**config.mk**
```make
export PLATFORM = sky130hd
export DESIGN_NAME = instr_router_n
export DESIGN_NICKNAME = d
export VERILOG_FILES = /design/src/rtl/softmc_pkg.sv /design/src/rtl/instr_fifo_striper.sv /design/src/rtl/instr_router_n.sv
export SDC_FILE = /design/constraint.sdc
export NUM_CORES = 1
export LEC_CHECK = 0
export CORE_UTILIZATION = 45
export CTS_CLUSTER_DIAMETER = 100
export CTS_CLUSTER_SIZE = 12
export DETAILED_ROUTE_END_ITERATION = 8
export GPL_TIMING_DRIVEN = 0
export PLACE_DENSITY = 0.9
export SYNTH_ARGS = -nofsm -noshare
export SYNTH_HDL_FRONTEND = slang
export SYNTH_SLANG_ARGS = --single-unit
```
**constraint.sdc**
```tcl
create_clock -name clk -period 3.35 [get_ports clk]
set_input_delay 0.335 -clock clk [delete_from_list [all_inputs] [get_ports clk]]
set_output_delay 0.335 -clock clk [all_outputs]
set_load 0.005 [all_outputs]
```
**src/rtl/softmc_pkg.sv**
```systemverilog
// Shared definitions for the instruction front end.
// - Default END opcode and width of the opcode field.
// - Position of the opcode field: it occupies the top OPC_W bits of each instruction word.
// - Receiver state encoding (IDLE=0, RECV=1).
package softmc_pkg;

  localparam int OPC_W_DEF = 4;

  // Opcode that closes an instruction sequence.
  localparam logic [OPC_W_DEF-1:0] END_ISEQ = 4'hF;

  typedef enum logic {
    IDLE = 1'b0,
    RECV = 1'b1
  } router_state_t;

  // LSB index of the opcode field. The field is instr[instr_w-1 -: opc_w].
  function automatic int opc_lsb(input int instr_w, input int opc_w);
    return instr_w - opc_w;
  endfunction

endpackage

```
**src/rtl/instr_fifo_striper.sv**
```systemverilog
// Stripes accepted instruction words round-robin across NUM_FIFOS downstream FIFOs.
// The accepted word and its write flag are registered here, so writes appear one cycle
// after acceptance. The stripe pointer advances on every write and wraps after the last
// FIFO. It is forced back to FIFO 0 while clear (process_iseq) is high, so each new
// sequence starts at FIFO 0.
// Ports:
//   clk, rst   clock and synchronous active-high reset
//   wr         accepted word must be written (registered internally)
//   wr_data    accepted word (registered internally)
//   clear      forces the pointer to 0 for the next cycle
//   fifo_en    one-hot write strobe, fifo_data shared write data
module instr_fifo_striper #(
  parameter int NUM_FIFOS = 2,
  parameter int INSTR_W   = 32
) (
  input  logic                 clk,
  input  logic                 rst,
  input  logic                 wr,
  input  logic [INSTR_W-1:0]   wr_data,
  input  logic                 clear,
  output logic [NUM_FIFOS-1:0] fifo_en,
  output logic [INSTR_W-1:0]   fifo_data
);

  localparam int PTR_W = (NUM_FIFOS > 1) ? $clog2(NUM_FIFOS) : 1;

  logic [PTR_W-1:0]   ptr_reg, ptr_next;
  logic               wr_reg;
  logic [INSTR_W-1:0] data_reg;

  always_comb begin
    ptr_next = ptr_reg;
    if (clear) begin
      ptr_next = '0;
    end else if (wr_reg) begin
      if (ptr_reg == PTR_W'(NUM_FIFOS - 1)) begin
        ptr_next = '0;
      end else begin
        ptr_next = ptr_reg + PTR_W'(1);
      end
    end
  end

  always_ff @(posedge clk) begin
    if (rst) begin
      ptr_reg  <= '0;
      wr_reg   <= 1'b0;
      data_reg <= '0;
    end else begin
      ptr_reg  <= ptr_next;
      wr_reg   <= wr;
      if (wr) begin
        data_reg <= wr_data;
      end
    end
  end

  genvar gi;
  generate
    for (gi = 0; gi < NUM_FIFOS; gi++) begin : g_en
      assign fifo_en[gi] = wr_reg && (ptr_reg == PTR_W'(gi));
    end
  endgenerate

  assign fifo_data = data_reg;

endmodule

```
**src/rtl/instr_router_n.sv**
```systemverilog
// Instruction router. It accepts instruction sequences (Iseqs) from NUM_SRC requesters.
// Source 0 has the highest priority. The router grants one Iseq at a time and stripes its
// words across NUM_FIFOS dispatcher FIFOs. An Iseq closes on the END opcode. At that point
// the router pulses process_iseq (and process_iseq_host for host-type sources) and reports
// the source and the saturating word count.
// Ports:
//   clk, rst                           clock and synchronous active-high reset
//   dispatcher_ready, rdback_fifo_empty  gate the start of a new Iseq
//   src_en / src_ack / src_instr       per-source valid, consume strobe and packed words
//   fifo_en / fifo_data / fifo_full    downstream FIFO write port
//   process_iseq, process_iseq_host    one-cycle completion pulses
//   iseq_src, iseq_len, iseq_len_ovf   completion report
//   busy                               receiving an Iseq
module instr_router_n
  import softmc_pkg::*;
#(
  parameter int                 NUM_SRC      = 2,
  parameter int                 NUM_FIFOS    = 2,
  parameter int                 INSTR_W      = 32,
  parameter int                 OPC_W        = OPC_W_DEF,
  parameter logic [OPC_W-1:0]   END_OPC      = OPC_W'(END_ISEQ),
  parameter logic [NUM_SRC-1:0] FWD_END_MASK = NUM_SRC'(1),
  parameter logic [NUM_SRC-1:0] HOST_MASK    = NUM_SRC'(1),
  parameter int                 LEN_W        = 16,
  localparam int                SRC_W        = (NUM_SRC > 1) ? $clog2(NUM_SRC) : 1
) (
  input  logic                       clk,
  input  logic                       rst,
  input  logic                       dispatcher_ready,
  input  logic                       rdback_fifo_empty,
  input  logic [NUM_SRC-1:0]         src_en,
  output logic [NUM_SRC-1:0]         src_ack,
  input  logic [NUM_SRC*INSTR_W-1:0] src_instr,
  output logic [NUM_FIFOS-1:0]       fifo_en,
  output logic [INSTR_W-1:0]         fifo_data,
  input  logic [NUM_FIFOS-1:0]       fifo_full,
  output logic                       process_iseq,
  output logic                       process_iseq_host,
  output logic [SRC_W-1:0]           iseq_src,
  output logic [LEN_W-1:0]           iseq_len,
  output logic                       iseq_len_ovf,
  output logic                       busy
);

  localparam int OPC_LSB = opc_lsb(INSTR_W, OPC_W);

  router_state_t state_reg, state_next;
  logic [SRC_W-1:0] src_reg, src_next;
  logic             rdback_empty_reg;
  logic             proc_reg, host_reg;
  logic [LEN_W-1:0] cnt_reg, cnt_new, cnt_base;
  logic             ovf_reg, ovf_new, ovf_base;
  logic [LEN_W-1:0] len_reg;
  logic             len_ovf_reg;

  logic               any_full, start;
  logic               req_any;
  logic [SRC_W-1:0]   req_idx;
  logic [SRC_W-1:0]   cur_src;
  logic [INSTR_W-1:0] cur_word;
  logic               is_end, accept, grant, will_write;
  logic [INSTR_W-1:0] src_word [NUM_SRC];

  genvar gi;
  generate
    for (gi = 0; gi < NUM_SRC; gi++) begin : g_word
      assign src_word[gi] = src_instr[gi*INSTR_W +: INSTR_W];
    end
  endgenerate

  // Conservative back-pressure: any full FIFO stalls the whole router.
  assign any_full = |fifo_full;
  assign start    = dispatcher_ready & ~proc_reg & rdback_empty_reg & ~any_full;

  // Fixed-priority encoder. The loop runs downward, so the lowest requesting index wins.
  always_comb begin
    req_any = 1'b0;
    req_idx = '0;
    for (int s = NUM_SRC - 1; s >= 0; s--) begin
      if (src_en[s]) begin
        req_any = 1'b1;
        req_idx = SRC_W'(s);
      end
    end
  end

  // In IDLE the word under consideration is the grant word, which may itself be END.
  assign cur_src  = (state_reg == IDLE) ? req_idx : src_reg;
  assign cur_word = src_word[cur_src];
  assign is_end   = (cur_word[OPC_LSB +: OPC_W] == END_OPC);

  always_comb begin
    state_next = state_reg;
    src_next   = src_reg;
    src_ack    = '0;
    accept     = 1'b0;
    case (state_reg)
      IDLE: begin
        if (start && req_any) begin
          src_ack[req_idx] = 1'b1;
          accept           = 1'b1;
          src_next         = req_idx;
          state_next       = RECV;
        end
      end
      RECV: begin
        src_ack[src_reg] = ~any_full;
        accept           = ~any_full & src_en[src_reg];
      end
      default: state_next = IDLE;
    endcase
    if (accept && is_end) begin
      state_next = IDLE;
    end
  end

  assign grant      = accept & (state_reg == IDLE);
  assign will_write = accept & (~is_end | FWD_END_MASK[cur_src]);

  // Count the words that will be written. The count restarts on grant and saturates.
  always_comb begin
    cnt_base = grant ? '0 : cnt_reg;
    ovf_base = grant ? 1'b0 : ovf_reg;
    cnt_new  = cnt_base;
    ovf_new  = ovf_base;
    if (will_write) begin
      if (&cnt_base) begin
        ovf_new = 1'b1;
      end else begin
        cnt_new = cnt_base + LEN_W'(1);
      end
    end
  end

  always_ff @(posedge clk) begin
    if (rst) begin
      state_reg        <= IDLE;
      src_reg          <= '0;
      rdback_empty_reg <= 1'b1;
      proc_reg         <= 1'b0;
      host_reg         <= 1'b0;
      cnt_reg          <= '0;
      ovf_reg          <= 1'b0;
      len_reg          <= '0;
      len_ovf_reg      <= 1'b0;
    end else begin
      state_reg        <= state_next;
      src_reg          <= src_next;
      rdback_empty_reg <= rdback_fifo_empty;
      proc_reg         <= accept & is_end;
      host_reg         <= accept & is_end & HOST_MASK[cur_src];
      if (accept) begin
        cnt_reg <= cnt_new;
        ovf_reg <= ovf_new;
      end
      if (accept && is_end) begin
        len_reg     <= cnt_new;
        len_ovf_reg <= ovf_new;
      end
    end
  end

  instr_fifo_striper #(
    .NUM_FIFOS (NUM_FIFOS),
    .INSTR_W   (INSTR_W)
  ) u_striper (
    .clk       (clk),
    .rst       (rst),
    .wr        (will_write),
    .wr_data   (cur_word),
    .clear     (proc_reg),
    .fifo_en   (fifo_en),
    .fifo_data (fifo_data)
  );

  assign process_iseq      = proc_reg;
  assign process_iseq_host = host_reg;
  assign iseq_src          = src_reg;
  assign iseq_len          = len_reg;
  assign iseq_len_ovf      = len_ovf_reg;
  assign busy              = (state_reg != IDLE);

endmodule

```
==> results of run 1 <==
## layer usage
| layer | global-route usage, % | share of wire (%) | vias up |
|---|---|---|---|
| met5 | 0 | 0 | - |
| met4 | 9.68 | 1.6 | 0 |
| met3 | 5.05 | 6.0 | 18 |
| met2 | 48.4 | 50 | 175 |
| met1 | 34.5 | 42 | 1789 |
| li1 | - | - | 1774 |
## layout by cell type, fill, tap and decap left out, types with 2 or more instances in the layout
cell,count
clkdlybuf4s50_1,127
dfxtp_1,72
nor2_1,50
a211oi_1,37
mux2i_1,33
nand3_1,20
clkbuf_1,16
a21oi_1,14
nand2_1,12
nand4_1,10
buf_2,9
clkbuf_8,9
and4_1,8
or4_1,8
o31ai_1,7
o21ai_0,6
and2_1,6
nor3_1,6
a31oi_1,5
o311a_1,4
a221o_1,4
o21ai_1,3
inv_1,3
and3_1,3
xnor2_1,3
o2bb2ai_1,3
o311ai_0,3
clkinvlp_4,3
clkbuf_4,2
buf_6,2
nor2b_1,2
a21o_1,2
o31ai_2,2
o211ai_1,2
inv_6,2
buf_4,2
## area by class of cell
| type | count | area share (%) |
|---|---|---|
| well taps | 99 | 2.40 |
| clock inverters | 7 | 1.53 |
| inverters | 3 | 0.218 |
| clock buffers | 9 | 2.40 |
| plain buffers | 30 | 2.84 |
| flip-flops and latches | 73 | 28.3 |
| multi-input cells | 283 | 37.3 |
| repair buffers | 129 | 24.9 |
## synthesized netlist by cell type, types with 5 or more instances
library cell / number
a211oi_1: 37
a21oi_1: 14
a31oi_1: 5
and2_1: 6
and4_1: 8
buf_2: 11
clkbuf_1: 17
dfxtp_1: 73
mux2i_1: 33
nand2_1: 12
nand3_1: 20
nand4_1: 10
nor2_1: 51
nor3_1: 6
o21ai_0: 6
o31ai_1: 9
or4_1: 9
## per-stage QoR
stage / instances / setup slack (ps) / instance area (um2)
3_3_place_gp: 615 / -550 / 4900
4_1_cts: 632 / 16.2 / 5120
3_5_place_dp: 615 / -647 / 4900
5_1_grt: 633 / 17.8 / 5160
2_1_floorplan: 389 / 295 / 3500
6_report: 633 / 90.5 / 5160
## worst paths after layout
kind	startpoint	to	slack, ps	cells after the start
max	src_en[0]	iseq_len[14]$_SDFFE_PP0P_	90	13
min	iseq_len[11]$_SDFFE_PP0P_	iseq_len[11]$_SDFFE_PP0P_	470	1
max reg2reg	process_iseq$_SDFF_PP0_	iseq_len[14]$_SDFFE_PP0P_	150	12
min reg2reg	iseq_len[11]$_SDFFE_PP0P_	iseq_len[11]$_SDFFE_PP0P_	470	1
## cell families after synthesis
| logic type | after synthesis |
|---|---|
| flops | 73 |
| fa+ha+maj | 1 |
| mux | 34 |
| buf+inv | 33 |
| compound gates | 103 |
| xor+xnor | 3 |
| simple gates | 142 |
## what timing repair did
item                       CTS  global route
buffers inserted             1             1
setup endpoints to repair   16            16
gates resized for setup      4            10
pin swaps                    1             1
## power groups by stage
stage / clock (mW) / sequential (mW) / combinational, mW
2_1_floorplan: 0 / 0.921 / 0.0988
3_3_place_gp: 0 / 0.919 / 0.250
3_5_place_dp: 0 / 0.920 / 0.257
4_1_cts: 0.720 / 0.900 / 0.262
5_1_grt: 0.765 / 0.903 / 0.284
6_report: 0.714 / 0.900 / 0.265
## worst max-delay path: cells and delay by family
| kind | cells | cell delay (ps) |
|---|---|---|
| AOI/OAI and AO/OA | 2 | 560 |
| adders and majority gates | 1 | 230 |
| buffers and inverters | 4 | 990 |
| and+or+nand+nor | 6 | 1380 |
==> summary.txt, run 1 <==
nets@finish: 602
detailed-route DRC error count: 0
# hold bufs at CTS: 0
Tot GR Track Use: 27.9%
CP max stage cell: or4_1
Initial Utilization: 47.3%
max FFs per register: 32
area delta synth->final: 47.2%
Achievable Freq: 0.307 GHz
core area: 7410 um2
Yosys cell types: 58
Startpoint Class: input pin
Clock Skew: 10.5 ps
status: finished clean
post-synth top area share: 41.7%
Die ar.: 8150 um2
Clock Latency Late Sink: 360 ps
internal power: 1.39 mW
share of layout cells above drive strength 1: 8.61%
Sw Share: 26.0%
Yosys reg bits: 73
setup TNS: 0 ps
worst hold path class: reg -> reg
antenna violations before repair: 0
area leader, netlist: dfxtp_1
VDD IR-drop max: 0.236 mV
sequential share of the synthesized area: 41.7%
Crit path largest cell delay: 500 ps
Syn Nets: 462
largest net degree at the start of global routing: 15
vias per cell: 5.93
Pwr Total: 1.88 mW
Root Driver: clkbuf_8
Filler Cells Inserted: 554
HPWL after detailed placement: 8.40 mm
final global-route overflow total: 0
mux cell area share after synthesis: 9.75%
IO Pins: 129
fin. max-slew vios: 0
Post-Synth Adder-Cell Area: 0.357%
footprint of the multi-input gates: 1930 um2
Power Density: 364 nW/um2
worst hold slack: 471 ps
Crit Path Max Fanout: 10
largest family of logic cells by synthesized area: simple AND/OR/NAND/NOR gates
CTS tree: yes
unrepaired setup endpoints after global routing: false
number of synthesis warnings: 0
Req. time, crit path: 3600 ps
first-pass GRT wire length: 18.2 mm
Top FF cell, synth: dfxtp_1
endpoint class of the critical path: flip-flop
worst slew pin tran: 894 ps
critical path arrival: 3510 ps
xor/xnor share of the synthesized area: 0.750%
clock sink count: 73
crit-path cells: clkdlybuf4s50_1 -> nor2_2 -> or4_4 -> clkbuf_4 -> buf_6 -> and2_1 -> ha_2 -> nand3_4 -> or2_4 -> or4_1 -> buf_2 -> o311a_1 -> a221o_1
register area: 1460 um2
Die X: 90.3 um
kind of critical path: in -> reg
routability congestion estimate: 0.890
Mapped Area: 3500 um2
post-synthesis simple-gate area fraction: 21.8%
Hold Vio Cnt, Final: 0
Final setup viols: 0
combinational fraction of design power: 14.1%
Final ANT Viol Nets: 0
Synth Area in Compound Gates: 21.5%
asr flop ratio synth: 0%
vias in the first global route: 3630
switching power total: 0.488 mW
Cell Rows: 31
first-pass detailed-route iteration total: 5
Sequential Power Share: 47.9%
Synth area leaders: dfxtp_1, mux2i_1, a211oi_1
Max-Cap Viols: 0
final core utilization: 69.7%
via count: 3756
Tcrit/Tclk final: 97.3%
Clk pwr share: 38.0%
H-tree levels: 3
clock-pin slew on the worst setup and hold paths: 80 ps
Final Critical Period: 3260 ps
IO buf count: 127
clk buf depth: 2
synthesized instance count: 389
total CTS buffers: 9
final wirelength: 11.4 mm
Leak: 1.87 nW
Slew HR: 40.4%
# diodes: 0
Die Y: 90.3 um
Iter 0 DRT Violations: 166
mean post-synth cell area: 9.01 um2
Routed wire per std cell: 18.1 um
number of synthesized flops with an enable pin: 0
Power figures use the tool's default switching activity.
==> run 2: changes to the inputs <==
--- a/config.mk
+++ b/config.mk
@@ -5,12 +5,13 @@
 export SDC_FILE = /design/constraint.sdc
 export NUM_CORES = 1
 export LEC_CHECK = 0
-export CORE_UTILIZATION = 45
+export CORE_UTILIZATION = 48
 export CTS_CLUSTER_DIAMETER = 100
 export CTS_CLUSTER_SIZE = 12
 export DETAILED_ROUTE_END_ITERATION = 8
 export GPL_TIMING_DRIVEN = 0
-export PLACE_DENSITY = 0.9
+export MAX_ROUTING_LAYER = met4
+export PLACE_DENSITY = 0.95
 export SYNTH_ARGS = -nofsm -noshare
 export SYNTH_HDL_FRONTEND = slang
 export SYNTH_SLANG_ARGS = --single-unit
==> constraint.sdc (replaced) <==
create_clock -name clk -period 4.1 [get_ports clk]
set_input_delay 0.41 -clock clk [delete_from_list [all_inputs] [get_ports clk]]
set_output_delay 0.41 -clock clk [all_outputs]
set_load 0.005 [all_outputs]
==> run 2 against run 1 <==
  * Highest routed layer unchanged
  * Clock power fell by 6.6%
  * Combinational power fell by 18%
  * Cell count is 0.79% lower
  * Non-clock buffer count decreased by 2
  * Wire length up 5.0%
  * Worst setup slack gained 290 ps
  * Clock skew down 4.4 ps
  * Largest power group unchanged
  * Total power decreased by 14%
  * Die area down 6.1%
  * Design area decreased by 0.49%
  * Global-route usage rose by 4.7 points
==> summary.txt, run 2 (synthesis results as in run 1) <==
# hold bufs at CTS: 0 (unchanged)
detailed-route DRC error count: 0 (unchanged)
final core utilization: 74.3% (was 69.7%)
Die X: 87.4 um (was 90.3 um)
core area: 6910 um2 (was 7410 um2)
final wirelength: 12.0 mm (was 11.4 mm)
post-route setup slack: 384 ps (was 90.5 ps)
clk buf depth: 2 (unchanged)
Clock Skew: 6.08 ps (was 10.5 ps)
Die Y: 87.4 um (was 90.3 um)
Final setup viols: 0 (unchanged)
Non-Filler Instances: 628 (was 633)
share of layout cells above drive strength 1: 6.58% (was 8.61%)
Placed Cells: 612 (was 615)
via count: 3833 (was 3756)
IO buf count: 127 (unchanged)
status: finished clean (unchanged)
HPWL after detailed placement: 9.04 mm (was 8.40 mm)
area delta synth->final: 46.5% (was 47.2%)
Max-Cap Viols: 0 (unchanged)
first-pass GRT wire length: 18.5 mm (was 18.2 mm)
Die ar.: 7650 um2 (was 8150 um2)
Iter 0 DRT Violations: 212 (was 166)
kind of critical path: in -> reg (unchanged)
VDD IR-drop max: 0.183 mV (was 0.236 mV)
Final Critical Period: 3720 ps
Power Density: 315 nW/um2 (was 364 nW/um2)
Post CTS Setup Buffer Count: 0 (was 1)
max FFs per register: 32 (unchanged)
Leak: 1.88 nW (was 1.87 nW)
worst hold path class: reg -> reg (unchanged)
commonest non-fill, non-tap cells in the layout: clkdlybuf4s50_1, dfxtp_1, nor2_1, a211oi_1, mux2i_1 (unchanged)
largest net degree at the start of global routing: 13 (was 15)
first-pass detailed-route iteration total: 7 (was 5)
total CTS buffers: 9 (unchanged)
antenna violations before repair: 0 (unchanged)
Final ANT Viol Nets: 0 (unchanged)
clock-pin slew on the worst setup and hold paths: 70 ps (was 80 ps)
endpoint class of the critical path: flip-flop (unchanged)
pre-CTS setup slack: 97.2 ps (was -647 ps)
Crit Path Max Fanout: 10 (unchanged)
Initial Utilization: 50.7% (was 47.3%)
fin. max-slew vios: 0 (unchanged)
Achievable Freq: 0.269 GHz
Tcrit/Tclk final: 90.6%
Req. time, crit path: 4340 ps (was 3600 ps)
Hold Vio Cnt, Final: 0 (unchanged)
vias in the first global route: 3804 (was 3630)
Cell Rows: 30 (was 31)
nets@finish: 600 (was 602)
# diodes: 0 (unchanged)
vias per cell: 6.10 (was 5.93)
Slew HR: 43.3% (was 40.4%)
IO Pins: 129 (unchanged)
commonest non-fill, non-tap cell in the layout: clkdlybuf4s50_1 (unchanged)
final global-route overflow total: 0 (unchanged)
worst slew pin tran: 850 ps (was 894 ps)
PostCTS Resize Cnt: 0 (was 4)
Tot GR Track Use: 32.6% (was 27.9%)
routability congestion estimate: 0.928 (was 0.890)
H-tree levels: 3 (unchanged)
critical path arrival: 3950 ps (was 3510 ps)
Routed wire per std cell: 19.1 um (was 18.1 um)
clock sink count: 73 (unchanged)
CTS tree: yes (unchanged)
Startpoint Class: input pin (unchanged)
setup TNS: 0 ps (unchanged)
unrepaired setup endpoints after global routing: false (unchanged)
Root Driver: clkbuf_8 (unchanged)
Clock Latency Late Sink: 350 ps (was 360 ps)
run 2: cell count changes in the layout (fill, tap and decap cells not counted), sizes merged:
| cell | before | now |
|---|---|---|
| clkinvlp | 3 | 0 |
| inv | 5 | 3 |
| clkinv | 1 | 2 |
| buf | 14 | 13 |
| bufinv | 1 | 2 |
| clkbuf | 27 | 29 |
run 2: worst paths after layout:
path                                   from                   endpoint  slack (ps)  cells past startpoint
setup / recovery                  src_en[1]  iseq_len[14]$_SDFFE_PP0P_         380                     13
hold / removal    iseq_len[11]$_SDFFE_PP0P_  iseq_len[11]$_SDFFE_PP0P_         470                      1
setup reg to reg            busy$_SDFF_PP0_  iseq_len[14]$_SDFFE_PP0P_         540                     12
hold reg to reg   iseq_len[11]$_SDFFE_PP0P_  iseq_len[11]$_SDFFE_PP0P_         470                      1
run 2: report_power, final:
group          internal, mW  total, mW  switching, mW
clock network         0.393      0.667          0.274
logic                 0.123      0.216         0.0927
registers             0.726      0.736         0.0104
total                  1.24       1.62          0.377
run 2: critical path, cell delays in order:
cell	delay, ps
clkdlybuf4s50_1	460
nor2_1	210
or4_1	160
buf_2	200
clkbuf_1	380
and2_1	220
ha_1	250
nand3_4	150
or2_1	270
or4_1	500
buf_2	180
o311a_1	290
a221o_1	250
run 2: area by class of cell:
class                           instances  area [um2]
Multi-Input combinational cell        283        1900
Fill cell                             510        1770
Sequential cell                        73        1460
Timing Repair Buffer                  127        1270
Clock buffer                           12         165
Buffer                                 30         134
Tap cell                               96         120
Clock inverter                          4        73.8
Inverter                                3        11.3
run 2: metal layers:
metal  vias up  global-route usage [%]  wire (um)
li1       1756                       -          -
met3        49                    6.26       1030
met2       209                    57.5       6040
met4         0                    18.5        527
met5         -                       -          0
met1      1819                    33.8       4410
run 2: through the flow:
stage                     hold slack, ps  power (mW)  instance area [um2]
after floorplan                      449       0.833                 3500
after global placement               444       0.954                 4900
after detailed placement             456       0.964                 4900
after CTS                            475        1.62                 5130
after global routing                 483        1.66                 5130
final                                470        1.62                 5130
